[config.mk]
export PLATFORM = sky130hd
export DESIGN_NAME = data_mem_ctrl
export DESIGN_NICKNAME = d
export VERILOG_FILES = /design/src/rtl/data_mem_pkg.sv /design/src/rtl/store_fifo.sv /design/src/rtl/data_mem_ctrl.sv
export SDC_FILE = /design/constraint.sdc
export NUM_CORES = 1
export LEC_CHECK = 0
export BUFFER_PORTS_ARGS = -buffer_cell sky130_fd_sc_hd__buf_2
export CAP_MARGIN = 40
export CORE_MARGIN = 2
export CORE_UTILIZATION = 51
export CTS_CLUSTER_DIAMETER = 120
export DETAILED_ROUTE_END_ITERATION = 16
export PLACE_DENSITY = 0.76
export SYNTH_ARGS = -nofsm -noshare
export SYNTH_HDL_FRONTEND = slang
export SYNTH_HIERARCHICAL = 1
export SYNTH_SLANG_ARGS = --single-unit
[constraint.sdc]
create_clock -name CLK -period 3 [get_ports CLK]
set_input_delay 0.15 -clock CLK [delete_from_list [all_inputs] [get_ports CLK]]
set_output_delay 0.15 -clock CLK [all_outputs]
set_load 0.1 [all_outputs]
[src/rtl/data_mem_pkg.sv]
// Shared types for the data memory controller: controller FSM states and store-buffer defaults.
package data_mem_pkg;

    localparam int SB_DEPTH_DEFAULT = 4;

    typedef enum logic [1:0] {
        IDLE  = 2'd0,
        DRAIN = 2'd1,
        LOAD  = 2'd2,
        LDONE = 2'd3
    } mem_state_t;

    // States in which a request is presented to the external memory.
    function automatic logic mem_busy(input mem_state_t s);
        return (s == DRAIN) || (s == LOAD);
    endfunction

endpackage

[src/rtl/store_fifo.sv]
// Circular store buffer: word address/data pairs, wrap-around pointers, occupancy count.
// With DATA_MEM_CTRL_FWD_EN defined it also searches for the youngest entry matching a load.
module store_fifo
    import data_mem_pkg::*;
#(
    parameter int WIDTH = 32,
    parameter int DEPTH = SB_DEPTH_DEFAULT
) (
    input  logic             clk,
    input  logic             rst_n,
    input  logic             push,
    input  logic [WIDTH-1:0] push_addr,
    input  logic [WIDTH-1:0] push_data,
    input  logic             pop,
    output logic [WIDTH-1:0] head_addr,
    output logic [WIDTH-1:0] head_data,
`ifdef DATA_MEM_CTRL_FWD_EN
    input  logic [WIDTH-1:0] lookup_addr,
    output logic             hit,
    output logic [WIDTH-1:0] hit_data,
`endif
    output logic             empty,
    output logic             full
);

    localparam int PW = $clog2(DEPTH);
    localparam int CW = PW + 1;

    logic [WIDTH-1:0] addr_mem [DEPTH];
    logic [WIDTH-1:0] data_mem [DEPTH];
    logic [PW-1:0]    head_reg;
    logic [PW-1:0]    tail_reg;
    logic [CW-1:0]    count_reg;
    logic             push_ok;
    logic             pop_ok;

    assign empty   = (count_reg == '0);
    assign full    = (count_reg == CW'(DEPTH));
    assign push_ok = push & ~full;
    assign pop_ok  = pop & ~empty;

    always_ff @(posedge clk or negedge rst_n) begin
        if (!rst_n) begin
            head_reg  <= '0;
            tail_reg  <= '0;
            count_reg <= '0;
        end else begin
            if (push_ok) begin
                tail_reg <= tail_reg + 1'b1;
            end
            if (pop_ok) begin
                head_reg <= head_reg + 1'b1;
            end
            case ({push_ok, pop_ok})
                2'b10:   count_reg <= count_reg + 1'b1;
                2'b01:   count_reg <= count_reg - 1'b1;
                default: count_reg <= count_reg;
            endcase
        end
    end

    // Entry contents need no reset: the count alone decides what is live.
    always_ff @(posedge clk) begin
        if (push_ok) begin
            addr_mem[tail_reg] <= push_addr;
            data_mem[tail_reg] <= push_data;
        end
    end

    assign head_addr = addr_mem[head_reg];
    assign head_data = data_mem[head_reg];

`ifdef DATA_MEM_CTRL_FWD_EN
    logic [DEPTH-1:0] entry_valid;
    logic [PW-1:0]    scan_idx;

    generate
        for (genvar gi = 0; gi < DEPTH; gi++) begin : g_valid
            logic [PW-1:0] age;
            assign age             = PW'(gi) - head_reg;
            assign entry_valid[gi] = ({1'b0, age} < count_reg);
        end
    endgenerate

    // Scan oldest to youngest so the last hit seen is the youngest store.
    always_comb begin
        hit      = 1'b0;
        hit_data = '0;
        scan_idx = head_reg;
        for (int i = 0; i < DEPTH; i++) begin
            scan_idx = head_reg + PW'(i);
            if (entry_valid[scan_idx] && (addr_mem[scan_idx] == lookup_addr)) begin
                hit      = 1'b1;
                hit_data = data_mem[scan_idx];
            end
        end
    end
`endif

endmodule

[src/rtl/data_mem_ctrl.sv]
// Data memory controller: zero-latency stores through a store buffer, loads via a miss FSM.
// Define DATA_MEM_CTRL_FWD_EN to forward buffered stores to matching loads.
module data_mem_ctrl
    import data_mem_pkg::*;
#(
    parameter int MIPS_SIZE = 32,
    parameter int SB_DEPTH  = SB_DEPTH_DEFAULT
) (
    input  logic                 CLK,
    input  logic                 RST,
    input  logic [MIPS_SIZE-1:0] ALUResult,
    input  logic [MIPS_SIZE-1:0] WriteData,
    input  logic                 MemWrite,
    input  logic                 MemRead,
    output logic [MIPS_SIZE-1:0] ReadData,
    output logic                 Stall,
    output logic                 mem_req,
    output logic                 mem_we,
    output logic [MIPS_SIZE-1:0] mem_addr,
    output logic [MIPS_SIZE-1:0] mem_wdata,
    input  logic                 mem_ack,
    input  logic [MIPS_SIZE-1:0] mem_rdata,
    output logic                 sb_empty
);

    localparam logic [MIPS_SIZE-1:0] ALIGN_MASK = ~MIPS_SIZE'(3);

    mem_state_t           state_reg;
    mem_state_t           state_next;
    logic [MIPS_SIZE-1:0] rdata_reg;
    logic [MIPS_SIZE-1:0] word_addr;
    logic [MIPS_SIZE-1:0] head_addr;
    logic [MIPS_SIZE-1:0] head_data;
    logic [MIPS_SIZE-1:0] rdata_int;
    logic                 load_req;
    logic                 load_go;
    logic                 push;
    logic                 pop;
    logic                 fifo_empty;
    logic                 fifo_full;
    logic                 stall_int;

    assign word_addr = ALUResult & ALIGN_MASK;
    assign load_req  = MemRead & ~MemWrite;
    assign push      = MemWrite & ~fifo_full;
    assign sb_empty  = fifo_empty;

`ifdef DATA_MEM_CTRL_FWD_EN
    logic                 fwd_hit;
    logic [MIPS_SIZE-1:0] fwd_data;

    assign load_go = load_req & ~fwd_hit;
`else
    // Without forwarding a load may only read memory once every older store has landed.
    assign load_go = load_req & fifo_empty;
`endif

    store_fifo #(
        .WIDTH (MIPS_SIZE),
        .DEPTH (SB_DEPTH)
    ) u_store_fifo (
        .clk         (CLK),
        .rst_n       (RST),
        .push        (push),
        .push_addr   (word_addr),
        .push_data   (WriteData),
        .pop         (pop),
        .head_addr   (head_addr),
        .head_data   (head_data),
`ifdef DATA_MEM_CTRL_FWD_EN
        .lookup_addr (word_addr),
        .hit         (fwd_hit),
        .hit_data    (fwd_data),
`endif
        .empty       (fifo_empty),
        .full        (fifo_full)
    );

    always_ff @(posedge CLK or negedge RST) begin
        if (!RST) begin
            state_reg <= IDLE;
        end else begin
            state_reg <= state_next;
        end
    end

    always_ff @(posedge CLK or negedge RST) begin
        if (!RST) begin
            rdata_reg <= '0;
        end else if ((state_reg == LOAD) && mem_ack) begin
            rdata_reg <= mem_rdata;
        end
    end

    // A store pushed while idle counts as pending so its write starts on the next cycle.
    always_comb begin
        state_next = state_reg;
        pop        = 1'b0;
        mem_req    = mem_busy(state_reg);
        mem_we     = 1'b0;
        mem_addr   = '0;
        mem_wdata  = '0;
        case (state_reg)
            IDLE: begin
                if (load_go) begin
                    state_next = LOAD;
                end else if (!fifo_empty || push) begin
                    state_next = DRAIN;
                end
            end
            DRAIN: begin
                mem_we    = 1'b1;
                mem_addr  = head_addr;
                mem_wdata = head_data;
                if (mem_ack) begin
                    pop        = 1'b1;
                    state_next = IDLE;
                end
            end
            LOAD: begin
                mem_addr = word_addr;
                if (mem_ack) begin
                    state_next = LDONE;
                end
            end
            LDONE: begin
                state_next = IDLE;
            end
            default: begin
                state_next = IDLE;
            end
        endcase
    end

    always_comb begin
        stall_int = 1'b0;
        rdata_int = '0;
        if (MemWrite) begin
            stall_int = fifo_full;
        end else if (load_req) begin
            if (state_reg == LDONE) begin
                rdata_int = rdata_reg;
`ifdef DATA_MEM_CTRL_FWD_EN
            end else if (fwd_hit) begin
                rdata_int = fwd_data;
`endif
            end else begin
                stall_int = 1'b1;
            end
        end
    end

    // Reset must silence the core-facing outputs even while the core still presents a request.
    assign Stall    = stall_int & RST;
    assign ReadData = RST ? rdata_int : '0;

endmodule

; Word level (Yosys, flattened, before mapping)
; Memories as Yosys holds them, arrays and structs flattened.
; Index checks and enable logic that the tools add are counted.
; W data, S select, Z words.
[op_classes]
muxes = 20
n_div = 0
reduce_logical = 8
shift = 0
n_addsub = 4
multipliers = 0
bitwise = 9
n_eq_ne = 9
n_lt_le_gt_ge = 0
[op_table]
columns = operator, count
row1 = $mux W32, 5
row2 = $pmux W32 S2, 1
row3 = $mux W1, 8
row4 = $mux W2, 4
row5 = $pmux W2 S4, 1
row6 = $and A1 B1 Y1, 6
row7 = $eq A2 B2 Y1 const B, 3
row8 = $pmux W3 S2, 1
row9 = $add A2 B1 Y2 const B, 2
row10 = $eq A2 B1 Y1 const B, 2
row11 = $ne A2 B2 Y1 const B, 2
row12 = $add A3 B1 Y3 const B, 1
row13 = $eq A3 B3 Y1 const B, 1
row14 = $logic_not A3 Y1, 1
row15 = $ne A3 B3 Y1 const B, 1
row16 = $not A1 Y1, 3
row17 = $reduce_and A3 Y1, 1
row18 = $sub A3 B1 Y3 const B, 1
row19 = $logic_not A2 Y1, 1
row20 = $logic_or A1 B1 Y1, 2
row21 = $reduce_bool A2 Y1, 1
row22 = $logic_and A1 B1 Y1, 1
row23 = $logic_not A1 Y1, 1
[totals]
mem_count = 2
elab_cells = 57
latch_bits = 0
romBits = 0
in_bits = 101
ram_bits = 248
reg_bits = 41
[mem_list]
columns = memory, words, word_bits, read_ports, rd_clocked_by_memory_dff, wr, line
row1 = u_store_fifo.data_mem, 4, 32, 1, 0, 1, store_fifo.sv:30  ; logic [WIDTH-1:0] data_mem [DEPTH];
row2 = u_store_fifo.addr_mem, 4, 30, 1, 0, 1, store_fifo.sv:29  ; logic [WIDTH-1:0] addr_mem [DEPTH];

; Logic depth before layout (Yosys ltp)
[logic_depth]
word_depth = 7
ltp_mapped = 11
ltp_nobuf = 10

; Hierarchy
; Netlist, hierarchy kept.
[by_module_without_submodules]
columns = mod, cells_per_inst, instances, area_each_um2, seq_area_each_um2
row1 = store_fifo, 371, 1, 9655.5, 7862.5
row2 = data_mem_ctrl, 240, 1, 2459.9, 850.8

; Least setup slack after synthesis
; Ideal clock, no wire load.
[synth_path]
path_kind = register to output
start = register state_reg[1]
end = output mem_addr[23]
setup_slack_ns = -0.400
stages_incl_launch_ff = 7
arrival_time_ns = 3.250
path_cell_list = dfrtp_1 inv_1 ha_1 buf_2 buf_2 a22oi_1 nor2b_1
[synth_via]
elab_chain_cells = 2
[synth_lines]
columns = item, line
row1 = start: declaration, data_mem_ctrl.sv:28  ; mem_state_t state_reg;
row2 = start signal: assignment, data_mem_ctrl.sv:83  ; state_reg <= state_next;
row3 = $eq A2 B2 Y1 or $eq A2 B1 Y1 (tied branches), data_mem_ctrl.sv:103  ; case (state_reg)
row4 = $pmux W32 S2 *, data_mem_ctrl.sv:103
row5 = end: declaration, data_mem_ctrl.sv:19  ; output logic [MIPS_SIZE-1:0] mem_addr,
; Mark *: on every way between the ends. The rest lies on a longest branch, timed or not.

; Final worst setup path
[layout_path]
start = register state_reg[1]
end = output mem_addr[16]
; The elaborated chain is that of the path after synthesis.

==> run metrics <==
total power 17300 µW; Cell Pwr Density 1110 mW/mm²; Hold Startpoint MemRead; max-slew violations 0; reg-to-reg endpoint u_store_fifo/addr_mem[1][18]$_DFFE_PP_; Overall Global Routing Usage 0.198; post-route cell area 0.0155 mm²; Die H 158 µm; clock-pin slew on the worst setup and hold paths 0.06 ns; minimum clock period 2.80 ns; Worst Setup Start Kind flip-flop; placement-stage cell area 0.0136 mm²; FILL cells 1617; worst setup path endpoint mem_addr[16]; routability congestion estimate 0.735; TritonCTS clock tree done; Num CTS Buffers 30; Rel. slew slack 0.510; Setup CP Type flip-flop to output pin; wire per inst 19.6 µm; Final WS setup 0.199 ns; Final nets 1037; Site Rows 56; Iter 0 DRT Violations 366; synthesis-stage register bit count 297; RSZ-0062 raised after global routing no; max-cap viol count 0; Fin Setup TNS 0 ns; die area 0.0250 mm²; Max Freq 0.357 GHz; H-Tree Depth 1; drt drc 0; routed vias/inst 5.26; Max Fanout on Critical Path 66; multiplexer share of the synthesized area 0.160; port bufs 198; Placement Setup Slack 0.687 ns; initial antenna violation count 1; largest family of logic cells by synthesized area multiplexers; largest net degree at the start of global routing 67; outcome finished clean; synthesis warning total 6; multi-input combinational cell area 0.00327 mm²; first-pass GRT wire length 37500 µm; Post-Syn Area 0.0121 mm²; Synth top area share 0.635; Cells after Synth 611; number of global-route vias before repair 7026; asr flop ratio synth 0.138; r2r worst-path depth 5; Die W 158 µm; Post-CTS Setup Bufs 0; synth unique cells 34; DPL Wire Length 14000 µm; DR pass1 iterations 4; final worst-path cycle share 0.934; final core occ 0.664; maximum VDD drop 0.966 mV; Clock Sinks 297; sequential fraction of the synthesis area 0.719; layout cells sized above 1 0.423; Post-Synth Adder-Cell Area 0.0109; Reg area 0.00872 mm²; crit path capture type output pin; Post-Route WL 24900 µm; Leak Pwr 0.00602 µW; Core Area 0.0234 mm²; area delta synth->final 28.3%; post-synthesis simple-gate area fraction 0.0611; clock buffer depth 3; post-synthesis average cell area 19.8 µm²; xor/xnor share of the synthesized area 0.00434; FF-to-FF Start u_store_fifo/count_reg[2]$_DFFE_PN0P_; Setup Skew 0.0143 ns; Yosys top cell by area edfxtp_1; starting density of the core 0.518; total grt overflow 0; final-report hold violation count 0; Top FF cell, synth edfxtp_1; # IOs 201; critical path startpoint state_reg[1]$_DFFE_PN0P_; clk_lat worst skew 0.56 ns; post-route ant nets 0; final setup vio count 0; number of synthesized flops with an enable pin 256; top cells by area, synth edfxtp_1 (63%), mux4_2 (12%), dfrtp_1 (8.5%), mux2_4 (3.7%), and2_1 (3.7%); Worst Tran Pin Value 0.734 ns; via count 6675; Min-Delay Path Class input port to flip-flop; CTS root buf clkbuf_16; WP data arrival 2.65 ns; r2r setup slk 0.68 ns; Synth Area in Compound Gates 0.0236; worst path required time 2.85 ns
## how the worst min path moves through the flow
stage / to / slack [ns] / cells past startpoint
detailed placement: state_reg[0]$_DFFE_PN0P_ / 0.29 / 2
global placement: rdata_reg[15]$_DFFE_PN0P_ / 0.28 / 2
floorplan: rdata_reg[0]$_DFFE_PN0P_ / -0.15 / 0
CTS: state_reg[0]$_DFFE_PN0P_ / 0.01 / 4
global route: state_reg[0]$_DFFE_PN0P_ / 0.06 / 4
finish: state_reg[0]$_DFFE_PN0P_ / 0.05 / 4
## through the flow
step                std cells  hold WS, ns
floorplan                 618       -0.146
global placement         1117        0.278
detailed placement       1117        0.288
CTS                      1267       0.0149
global route             1268       0.0590
finish                   1269       0.0469
## Yosys cell counts, drive strengths merged, types with 2 or more instances
library cell and instances:
a22oi 31, nand2 5, nand3 2, nor2 2
mux4 64, and2 71, inv 9, dfrtp 41
mux2 33, ha 9, o221ai 2, edfxtp 256
buf 22, xnor2 3, xor2 3, nor2b 35
clkbuf 12
## logic make-up after synthesis
group	count (synthesis)
muxes	98
AOI/OAI and AO/OA	38
buffers and inverters	43
and+or+nand+nor	118
other	1
adders and majority gates	10
xor gates and xnor gates	6
DFF	297
## worst max-delay path, cell delays in order, from the launching register on
cell	delay, ns
dfrtp_1	0.42
inv_1	0.10
ha_2	0.17
buf_4	0.59
a22oi_1	0.21
nor2b_2	0.15
buf_2	0.43
## area by class of cell
cell class,instances,area share
timing repair buffer,310,0.140
antenna,2,0.000322
tap,319,0.0257
clock inverter,16,0.00821
sequential,297,0.561
clock buffer,38,0.0522
multi-input combinational,278,0.211
inverter,9,0.00217
## layout by cell type (no fill, tap or decap), types with 5 or more instances in the layout
| master | n |
|---|---|
| nor2b_2 | 32 |
| and2_1 | 67 |
| clkinv_2 | 9 |
| dlygate4sd3_1 | 96 |
| buf_2 | 198 |
| buf_4 | 8 |
| mux4_2 | 64 |
| clkbuf_16 | 30 |
| a22oi_1 | 31 |
| dfrtp_1 | 39 |
| conb_1 | 8 |
| ha_1 | 7 |
| edfxtp_1 | 256 |
| inv_1 | 9 |
| mux2_4 | 30 |
| clkbuf_1 | 5 |
| buf_12 | 8 |
## report_power, final
part           internal [µW]  switching (µW)  total [µW]
Clock                   1990            1480        3480
Combinational           2350            5540        7890
Sequential              5560             363        5920
Total                   9900            7390       17300
## metal layers
metal / share of wire / track usage
met3: 0.043 / 0.0285
met5: 0 / 0
met2: 0.52 / 0.345
met1: 0.41 / 0.255
met4: 0.025 / 0.0734
## timing repair
item	4_1_cts	5_1_grt
endpoints found under the hold margin	322	0
resized for setup	0	0
hold buffers	96	0
setup endpoints to repair	0	0
No activity file was read; power rests on OpenSTA's default activity.
